[config.mk]
export PLATFORM = sky130hd
export DESIGN_NAME = axi4l_reg_bank
export DESIGN_NICKNAME = d
export VERILOG_FILES = /design/src/rtl/axi4l_reg_bank.sv
export SDC_FILE = /design/constraint.sdc
export NUM_CORES = 1
export LEC_CHECK = 0
export ABC_AREA = 1
export CAP_MARGIN = 30
export CORE_MARGIN = 3
export CORE_UTILIZATION = 50
export CTS_CLUSTER_DIAMETER = 200
export DETAILED_ROUTE_END_ITERATION = 6
export PLACE_DENSITY = 0.79
export SKIP_LAST_GASP = 1
export SYNTH_ARGS = -nofsm -noshare
export SYNTH_HDL_FRONTEND = slang
export SYNTH_SLANG_ARGS = --single-unit
[constraint.sdc]
create_clock -name aclk -period 4.82 [get_ports aclk]
set_input_delay 0.964 -clock aclk [delete_from_list [all_inputs] [get_ports aclk]]
set_output_delay 0.964 -clock aclk [all_outputs]
set_load 0.05 [all_outputs]
[src/rtl/axi4l_reg_bank.sv]
// AXI4-Lite slave register bank: NUM_REGS byte-strobed read/write registers
// exposed to the fabric through reg_q, with a one-cycle commit strobe per
// register. One outstanding write and one outstanding read; AW and W are
// buffered independently, so they may arrive in any order.
module axi4l_reg_bank #(
    parameter int ADDR_WIDTH = 12,
    parameter int DATA_WIDTH = 32,
    parameter int NUM_REGS   = 16,
    parameter logic [DATA_WIDTH-1:0] RESET_VAL = '0
) (
    input  logic                           aclk,
    input  logic                           aresetn,
    input  logic [ADDR_WIDTH-1:0]          awaddr,
    input  logic                           awprot,
    input  logic                           awvalid,
    output logic                           awready,
    input  logic [DATA_WIDTH-1:0]          wdata,
    input  logic [DATA_WIDTH/8-1:0]        wstrb,
    input  logic                           wvalid,
    output logic                           wready,
    output logic [1:0]                     bresp,
    output logic                           bvalid,
    input  logic                           bready,
    input  logic [ADDR_WIDTH-1:0]          araddr,
    input  logic                           arprot,
    input  logic                           arvalid,
    output logic                           arready,
    output logic [DATA_WIDTH-1:0]          rdata,
    output logic [1:0]                     rresp,
    output logic                           rvalid,
    input  logic                           rready,
    output logic [NUM_REGS*DATA_WIDTH-1:0] reg_q,
    output logic [NUM_REGS-1:0]            reg_wr_stb
);

    localparam int NBYTES = DATA_WIDTH / 8;
    localparam int BOFS   = $clog2(NBYTES);
    localparam int IDXW   = ADDR_WIDTH - BOFS;
    localparam logic [IDXW:0] NUM_REGS_W = (IDXW+1)'(NUM_REGS);
    localparam logic [1:0] RESP_OKAY   = 2'b00;
    localparam logic [1:0] RESP_SLVERR = 2'b10;

    // Write-side holding buffers and response state
    logic                  aw_full_reg;
    logic [IDXW-1:0]       aw_idx_reg;
    logic                  w_full_reg;
    logic [DATA_WIDTH-1:0] w_data_reg;
    logic [NBYTES-1:0]     w_strb_reg;
    logic                  bvalid_reg;
    logic [1:0]            bresp_reg;
    logic [NUM_REGS-1:0]   wr_stb_reg;

    // Read-side response state
    logic                  rvalid_reg;
    logic [1:0]            rresp_reg;
    logic [DATA_WIDTH-1:0] rdata_reg;

    logic [DATA_WIDTH-1:0] regs_reg [NUM_REGS];

    logic                  aw_hs, w_hs, ar_hs, commit;
    logic [IDXW-1:0]       ar_idx;
    logic                  wr_in_range, rd_in_range;
    logic [NUM_REGS-1:0]   wr_sel, rd_sel;
    logic [DATA_WIDTH-1:0] rd_mux;
    logic                  unused_bits;

    // Readies are gated by aresetn so they stay low while reset is asserted
    assign awready = aresetn & ~aw_full_reg & ~bvalid_reg;
    assign wready  = aresetn & ~w_full_reg & ~bvalid_reg;
    assign arready = aresetn & ~rvalid_reg;

    assign aw_hs  = awvalid & awready;
    assign w_hs   = wvalid & wready;
    assign ar_hs  = arvalid & arready;
    // Both halves present and no response pending: the write lands this edge
    assign commit = aw_full_reg & w_full_reg & ~bvalid_reg;

    assign ar_idx      = araddr[ADDR_WIDTH-1:BOFS];
    assign wr_in_range = {1'b0, aw_idx_reg} < NUM_REGS_W;
    assign rd_in_range = {1'b0, ar_idx} < NUM_REGS_W;

    assign bvalid     = bvalid_reg;
    assign bresp      = bresp_reg;
    assign rvalid     = rvalid_reg;
    assign rresp      = rresp_reg;
    assign rdata      = rdata_reg;
    assign reg_wr_stb = wr_stb_reg;

    // Protection bits and sub-word address bits carry no meaning here
    assign unused_bits = ^{awprot, arprot, awaddr[BOFS-1:0], araddr[BOFS-1:0]};

    generate
        for (genvar gi = 0; gi < NUM_REGS; gi++) begin : g_reg
            assign wr_sel[gi] = (aw_idx_reg == IDXW'(gi));
            assign rd_sel[gi] = (ar_idx == IDXW'(gi));
            assign reg_q[gi*DATA_WIDTH +: DATA_WIDTH] = regs_reg[gi];

            // Register gi: only strobed bytes change on a commit addressed to it
            always_ff @(posedge aclk or negedge aresetn) begin
                if (!aresetn) begin
                    regs_reg[gi] <= RESET_VAL;
                end else if (commit && wr_sel[gi]) begin
                    for (int b = 0; b < NBYTES; b++) begin
                        if (w_strb_reg[b]) begin
                            regs_reg[gi][8*b +: 8] <= w_data_reg[8*b +: 8];
                        end
                    end
                end
            end
        end
    endgenerate

    // Read data select; out-of-range indices match no register and read zero
    always_comb begin
        rd_mux = '0;
        for (int k = 0; k < NUM_REGS; k++) begin
            if (rd_sel[k]) begin
                rd_mux = regs_reg[k];
            end
        end
    end

    // AW/W buffering, commit and B channel
    always_ff @(posedge aclk or negedge aresetn) begin
        if (!aresetn) begin
            aw_full_reg <= 1'b0;
            aw_idx_reg  <= '0;
            w_full_reg  <= 1'b0;
            w_data_reg  <= '0;
            w_strb_reg  <= '0;
            bvalid_reg  <= 1'b0;
            bresp_reg   <= RESP_OKAY;
            wr_stb_reg  <= '0;
        end else begin
            wr_stb_reg <= '0;
            if (aw_hs) begin
                aw_full_reg <= 1'b1;
                aw_idx_reg  <= awaddr[ADDR_WIDTH-1:BOFS];
            end
            if (w_hs) begin
                w_full_reg <= 1'b1;
                w_data_reg <= wdata;
                w_strb_reg <= wstrb;
            end
            if (commit) begin
                aw_full_reg <= 1'b0;
                w_full_reg  <= 1'b0;
                bvalid_reg  <= 1'b1;
                bresp_reg   <= wr_in_range ? RESP_OKAY : RESP_SLVERR;
                wr_stb_reg  <= wr_sel;
            end else if (bvalid_reg && bready) begin
                bvalid_reg <= 1'b0;
            end
        end
    end

    // AR capture and R channel; capture sees pre-commit register contents
    always_ff @(posedge aclk or negedge aresetn) begin
        if (!aresetn) begin
            rvalid_reg <= 1'b0;
            rresp_reg  <= RESP_OKAY;
            rdata_reg  <= '0;
        end else if (ar_hs) begin
            rvalid_reg <= 1'b1;
            rresp_reg  <= rd_in_range ? RESP_OKAY : RESP_SLVERR;
            rdata_reg  <= rd_in_range ? rd_mux : '0;
        end else if (rvalid_reg && rready) begin
            rvalid_reg <= 1'b0;
        end
    end

endmodule
==> impl_metrics.toml, run 1 <==
[synthesis]
ys.flop_type = "dfrtp_1"
postSynthAreaPerCell_sq_um = 9.704
synth_cell_type_count = 32
synth_cells = 3056
synth_area_sq_um = 29650
ys_top_cells_by_area = "dfrtp_1 (52%), mux2i_1 (17%), inv_1 (8.5%)"
synth_top_cell_area_share_pct = 51.64
synth_edf_count = 0
yosys-top-cells-count = "inv_1 (671), dfrtp_1 (612), nand2_1 (516)"
yosys_register_bits = 612
yosysWarnings = 0
synth.yosys.seq_area_share_pct = 51.64
async_reset_ff_share_pct = 100.0
synth_area_leader_cell = "dfrtp_1"
yosysMostFrequentCell = "inv_1"

[clocking]
postCtsSetupRepairBufs = 0
clkLatencyLatePin_ps = 610
clkSinkCount = 612
clockBufferDepth = 3
cts_tree = "yes"
cts_made_buffers = 67
ctsResizeCount = 0
path_clk_slew_ps = 60
root_buffer = "clkbuf_16"
htree_levels = 3
ctsHoldBuffers = 0

[global_routing]
grt_pass1_vias = 23650
grt-ovfl-total = 0
grt_max_degree = 177
gr-usage-met1_pct = 40.72
grt.total_usage_pct = 33.50
antenna_found_initial = 1
grt_pass1_wl_mm = 156.0
use_met3_pct = 9.327
global_route.peak_usage_layer = "met2"
gr-usage-met2_pct = 56.87

[timing]
tightest_slew_ps = 1162
setup_viol = 0
setup_tns_ps = 0
finalHoldViolCount = 0
worst_slack_ps = 1296
finClkSkew_ps = 23.67
max-slew-margin-rel_pct = 22.56
period_needed_ps = 3524
finalCritPeriodShare_pct = 73.10
drv_slew = 0
max_freq_mhz = 283.8
rsz0062_at_grt = "false"

[critical_path]
crit_type = "input port to register"
path_max_fanout = 39
required_ps = 5310
arrival_ps = 4010
worstSetupStartpointType = "input port"
end_kind = "register"

[floorplan]
core-area_sq_um = 58140
die_w_um = 249.5
num_io_pins = 638
row_count = 88
start_util_pct = 51.01
die_area_sq_um = 62270
die_h_um = 249.5

[place]
pre_cts_ws_ps = 706.1
place_area_sq_um = 36780
numPortBuffers = 629
routabilityCongestion = 0.9297
hpwlAfterDp_mm = 78.55

[finish]
drive_gt1_share_pct = 8.846
final_util_pct = 67.08
final_cell_area_sq_um = 39000
nets = 3740
area_growth_pct = 31.50
largest_register_ffs = 512

[flow_run]
max_cap_viol_count = 0

[route]
wl_per_cell_um = 23.63
via_per_inst = 5.290
ant_nets = 0
finalWirelength_mm = 106.0
drt_iter0_markers = 1796
dr.pass1.iters = 5
drc = 0
dr_total_vias = 23730

[status]
status = "completed"

[power]
leakagePower_nw = 20.92
peakVddDrop_v = 0.0004659
powerDensity_nw_per_um2 = 379.4

[worst_hold_path]
holdCritPathClass = "input port to async pin"
power by group:
group	switching [mW]	internal, mW
Combinational	1.91	0.861
Sequential	1.22	5.56
Clock	2.13	3.12
Total	5.25	9.54
cell type report:
class                      count  area (sq um)
timing repair buffer         670          6659
antenna                        1         2.502
tap                          765         957.2
sequential                   612         15310
multi-input combinational   1619         11220
inverter                     701          2631
fill                        4537         19140
clock inverter                17         220.2
clock buffer                 100          1993
cell families (layout without fill, tap and decap cells):
logic type | Yosys count | count (layout) | share of synthesized area (%)
and+or+nand+nor | 961 | 961 | 17.18
buffers and inverters | 826 | 1488 | 10.65
DFF | 612 | 612 | 51.64
muxes | 550 | 550 | 18.72
AOI/OAI and AO/OA | 106 | 106 | 1.789
other | 1 | 3 | 0.01265
critical path, stage by stage:
cell and delay, ps:
clkdlybuf4s50_1 390, nor2_1 410, nand2_2 270, nor2_8 270, nand2_2 140, nor2_4 110, buf_4 450, nor2_1 110
nand2_1 140, nand4_1 190, nor3_1 280, nand4_1 140, nand2_1 80, nand2_1 40
layout by cell type, fill, tap and decap left out, drive strengths merged:
master         synthesis  routed
nand3b                 2       2
nand4                 76      76
nand2                518     518
nor4                   3       3
nor3b                  1       1
clkinv                 2      11
dfrtp                612     612
nor2                 286     286
or2                   13      13
mux2                  38      38
o21ai                 44      44
inv                  699     701
a21oi                 62      62
clkbuf                71     100
nand3                 51      51
clkdlybuf4s50          0     625
mux2i                512     512
clkinvlp               0       1
bufinv                 0       5
conb                   1       2
nor3                  11      11
diode                  0       1
buf                   54      45
layer usage:
layer  share of wire [%]  vias up
li1                    -    10660
met1                  38    11800
met2                  49     1041
met3                 8.8      217
met4                 4.4        0
met5                   0        -
final timing paths:
| path | startpoint | end | slack [ps] | depth (start not counted) |
|---|---|---|---|---|
| worst max-delay path | araddr[9] | rdata[17] | 1300 | 14 |
| worst min-delay path | aresetn | w_data_reg[28] | 280 | 1 |
| worst max register to register | bvalid | reg_q[35] | 2250 | 11 |
| worst min register to register | rdata[20] | rdata[20] | 480 | 2 |
| max in group asynchronous | aresetn | reg_q[360] | 2520 | 3 |
| min in group aclk | rdata[20] | rdata[20] | 480 | 2 |
per-stage QoR:
step | instances | hold WS (ps) | power, mW
after floorplan | 3057 | 479.8 | 8.306
after global placement | 4366 | 465.7 | 9.565
after detailed placement | 4367 | 468.4 | 9.618
after CTS | 4484 | 278.7 | 14.84
after global routing | 4484 | 293.5 | 15.22
final | 4485 | 277.1 | 14.80
(Power assumes the default switching activity.)
==> inputs of run 2 (changes only) <==
Clock period 4.82 ns to 3.4 ns, I/O delays scaled along.
==> run 2 against run 1 <==
  * Cell area is 1.7% higher
  * Hold slack worse by 140 ps
  * Global-route usage grew 0.42 points
  * Cell count increased by 1.2%
  * Routed wire length rose by 0.69%
  * Critical path depth up 4
  * Largest cell class unchanged
  * Largest power group unchanged
==> impl_metrics.toml, run 2 (synthesis gave the netlist of run 1 again) <==
[status]
status = "completed"

[critical_path]
required_ps = 3900
arrival_ps = 3400
worstPathCellList = "clkdlybuf4s50_1, nor2_1, buf_4, nand2_2, nor2_8, nand2_2, nor2_4, buf_12, buf_4, nor2_1, o21ai_1, nand3_1, nand2_1, nand4_1, nand2_1, nand2_1, nand2_1, nand2_1"
critPathLaunch = "araddr[6]"
reg2reg_from = "bvalid"
critical_path.slowest_cell = "clkdlybuf4s50_1"
path_max_fanout = 17
crit_type = "input port to register"
end_kind = "register"
worstSetupStartpointType = "input port"
cp_common_cell = "nand2_1"
slowest_delay_ps = 490

[finish]
final_common_cell = "inv_1"
final_cell_area_sq_um = 39650
nets = 3797
final_util_pct = 68.20
largest_register_ffs = 512
area_growth_pct = 33.70
mostFrequentLayoutCells = "inv_1 (671), clkdlybuf4s50_1 (625), dfrtp_1 (612), nand2_1 (515), mux2i_1 (512)"
drive_gt1_share_pct = 10.21
final_cells = 4538

[global_routing]
grt-ovfl-total = 0
grt_max_degree = 167
antenna_found_initial = 1
grt_pass1_vias = 24470
grt_pass1_wl_mm = 158.5
grt.total_usage_pct = 33.92

[route]
dr_total_vias = 24100
drt_iter0_markers = 1646
via_per_inst = 5.310
ant_nets = 0
wl_per_cell_um = 23.51
dr.pass1.iters = 5
drc = 0
finalWirelength_mm = 106.7

[floorplan]
die_w_um = 249.5
row_count = 88
num_io_pins = 638
start_util_pct = 51.01
die_h_um = 249.5
die_area_sq_um = 62270
core-area_sq_um = 58140

[timing]
setup_viol = 0
period_needed_ps = 2899
finalHoldViolCount = 0
finalCritPeriodShare_pct = 85.27
tightest_slew_ps = 938.1
max-slew-margin-rel_pct = 37.46
max_freq_mhz = 344.9
rsz0062_at_grt = "false"
worst_slack_ps = 501.0
finClkSkew_ps = 25.43
drv_slew = 0

[clocking]
root_buffer = "clkbuf_16"
clkLatencyLatePin_ps = 620
htree_levels = 3
ctsResizeCount = 0
postCtsSetupRepairBufs = 0
cts_made_buffers = 67
ctsHoldBuffers = 0
clkSinkCount = 612
clockBufferDepth = 3
cts_tree = "yes"
path_clk_slew_ps = 60

[flow_run]
max_cap_viol_count = 0

[power]
powerDensity_nw_per_um2 = 526.1
pwr-share-comb_pct = 19.4
switching_share_pct = 35.93
internal_power_mw = 13.36
leakagePower_nw = 21.24
power_frac_seq_pct = 46.1
p_clk_share_pct = 34.5
switchingPower_mw = 7.495
peakVddDrop_v = 0.0005472

[place]
place_area_sq_um = 37480
routabilityCongestion = 0.9488
hpwlAfterDp_mm = 80.19
placedCellCount = 4423
numPortBuffers = 629
pre_cts_ws_ps = -49.24

[worst_hold_path]
holdCritPathClass = "input port to async pin"
run 2: changes by cell type in the layout (fill, tap and decap cells not counted):
cell,before,now
buf_8,2,1
clkinv_2,9,6
clkbuf_1,16,13
buf_4,39,73
clkinvlp_4,1,2
clkbuf_16,69,68
buf_16,0,1
bufinv_16,5,2
clkbuf_8,15,16
clkinv_8,0,1
buf_12,4,27
inv_6,2,5
run 2: metal layers:
metal | global-route usage, % | vias up | part of all wire, %
met5 | 0 | - | 0
met4 | 15.58 | 0 | 5.2
met3 | 8.827 | 264 | 8.3
met2 | 56.92 | 1016 | 49
met1 | 41.08 | 12050 | 38
li1 | - | 10760 | -
run 2: worst max-delay path, delay by kind of cell:
kind	cells	cell delay, ps
and+or+nand+nor	13	1530
AOI/OAI and AO/OA	1	90
buffers and inverters	4	1090
run 2: path summary, 6_finish.rpt:
check	depth (start not counted)	slack (ps)	endpoint
min reg2reg	2	480	rdata[7]
min in group aclk	2	480	rdata[7]
max in group asynchronous	3	1900	reg_q[355]
max reg2reg	11	830	reg_q[59]
min	2	140	reg_q[24]
max	18	500	rdata[10]
run 2: per-stage QoR:
| step | hold slack, ps | power, mW | TNS (ps) |
|---|---|---|---|
| 6_report | 136.0 | 20.86 | 0 |
| 5_1_grt | 154.1 | 21.45 | 0 |
| 4_1_cts | 119.9 | 20.92 | 0 |
| 3_5_place_dp | 464.2 | 13.76 | -297.3 |
| 3_3_place_gp | 466.0 | 13.67 | -240.1 |
| 2_1_floorplan | 384.4 | 11.78 | 0 |
run 2: layout make-up:
cell class	instances	area, sq um
flip-flops and latches	612	15310
diodes	1	2.502
inverters	701	2631
clock inverters	16	165.2
well taps	765	957.2
clock buffers	97	1971
multi-input cells	1619	11220
fillers	4469	18490
repair buffers	727	7387
run 2: power by group through the flow:
stage	Combinational (mW)	Clock (mW)	Sequential [mW]
after floorplan	2.29	0	9.48
after global placement	3.99	0	9.68
after detailed placement	4.06	0	9.70
after CTS	4.07	7.27	9.58
after global routing	4.22	7.55	9.68
final	4.05	7.20	9.61
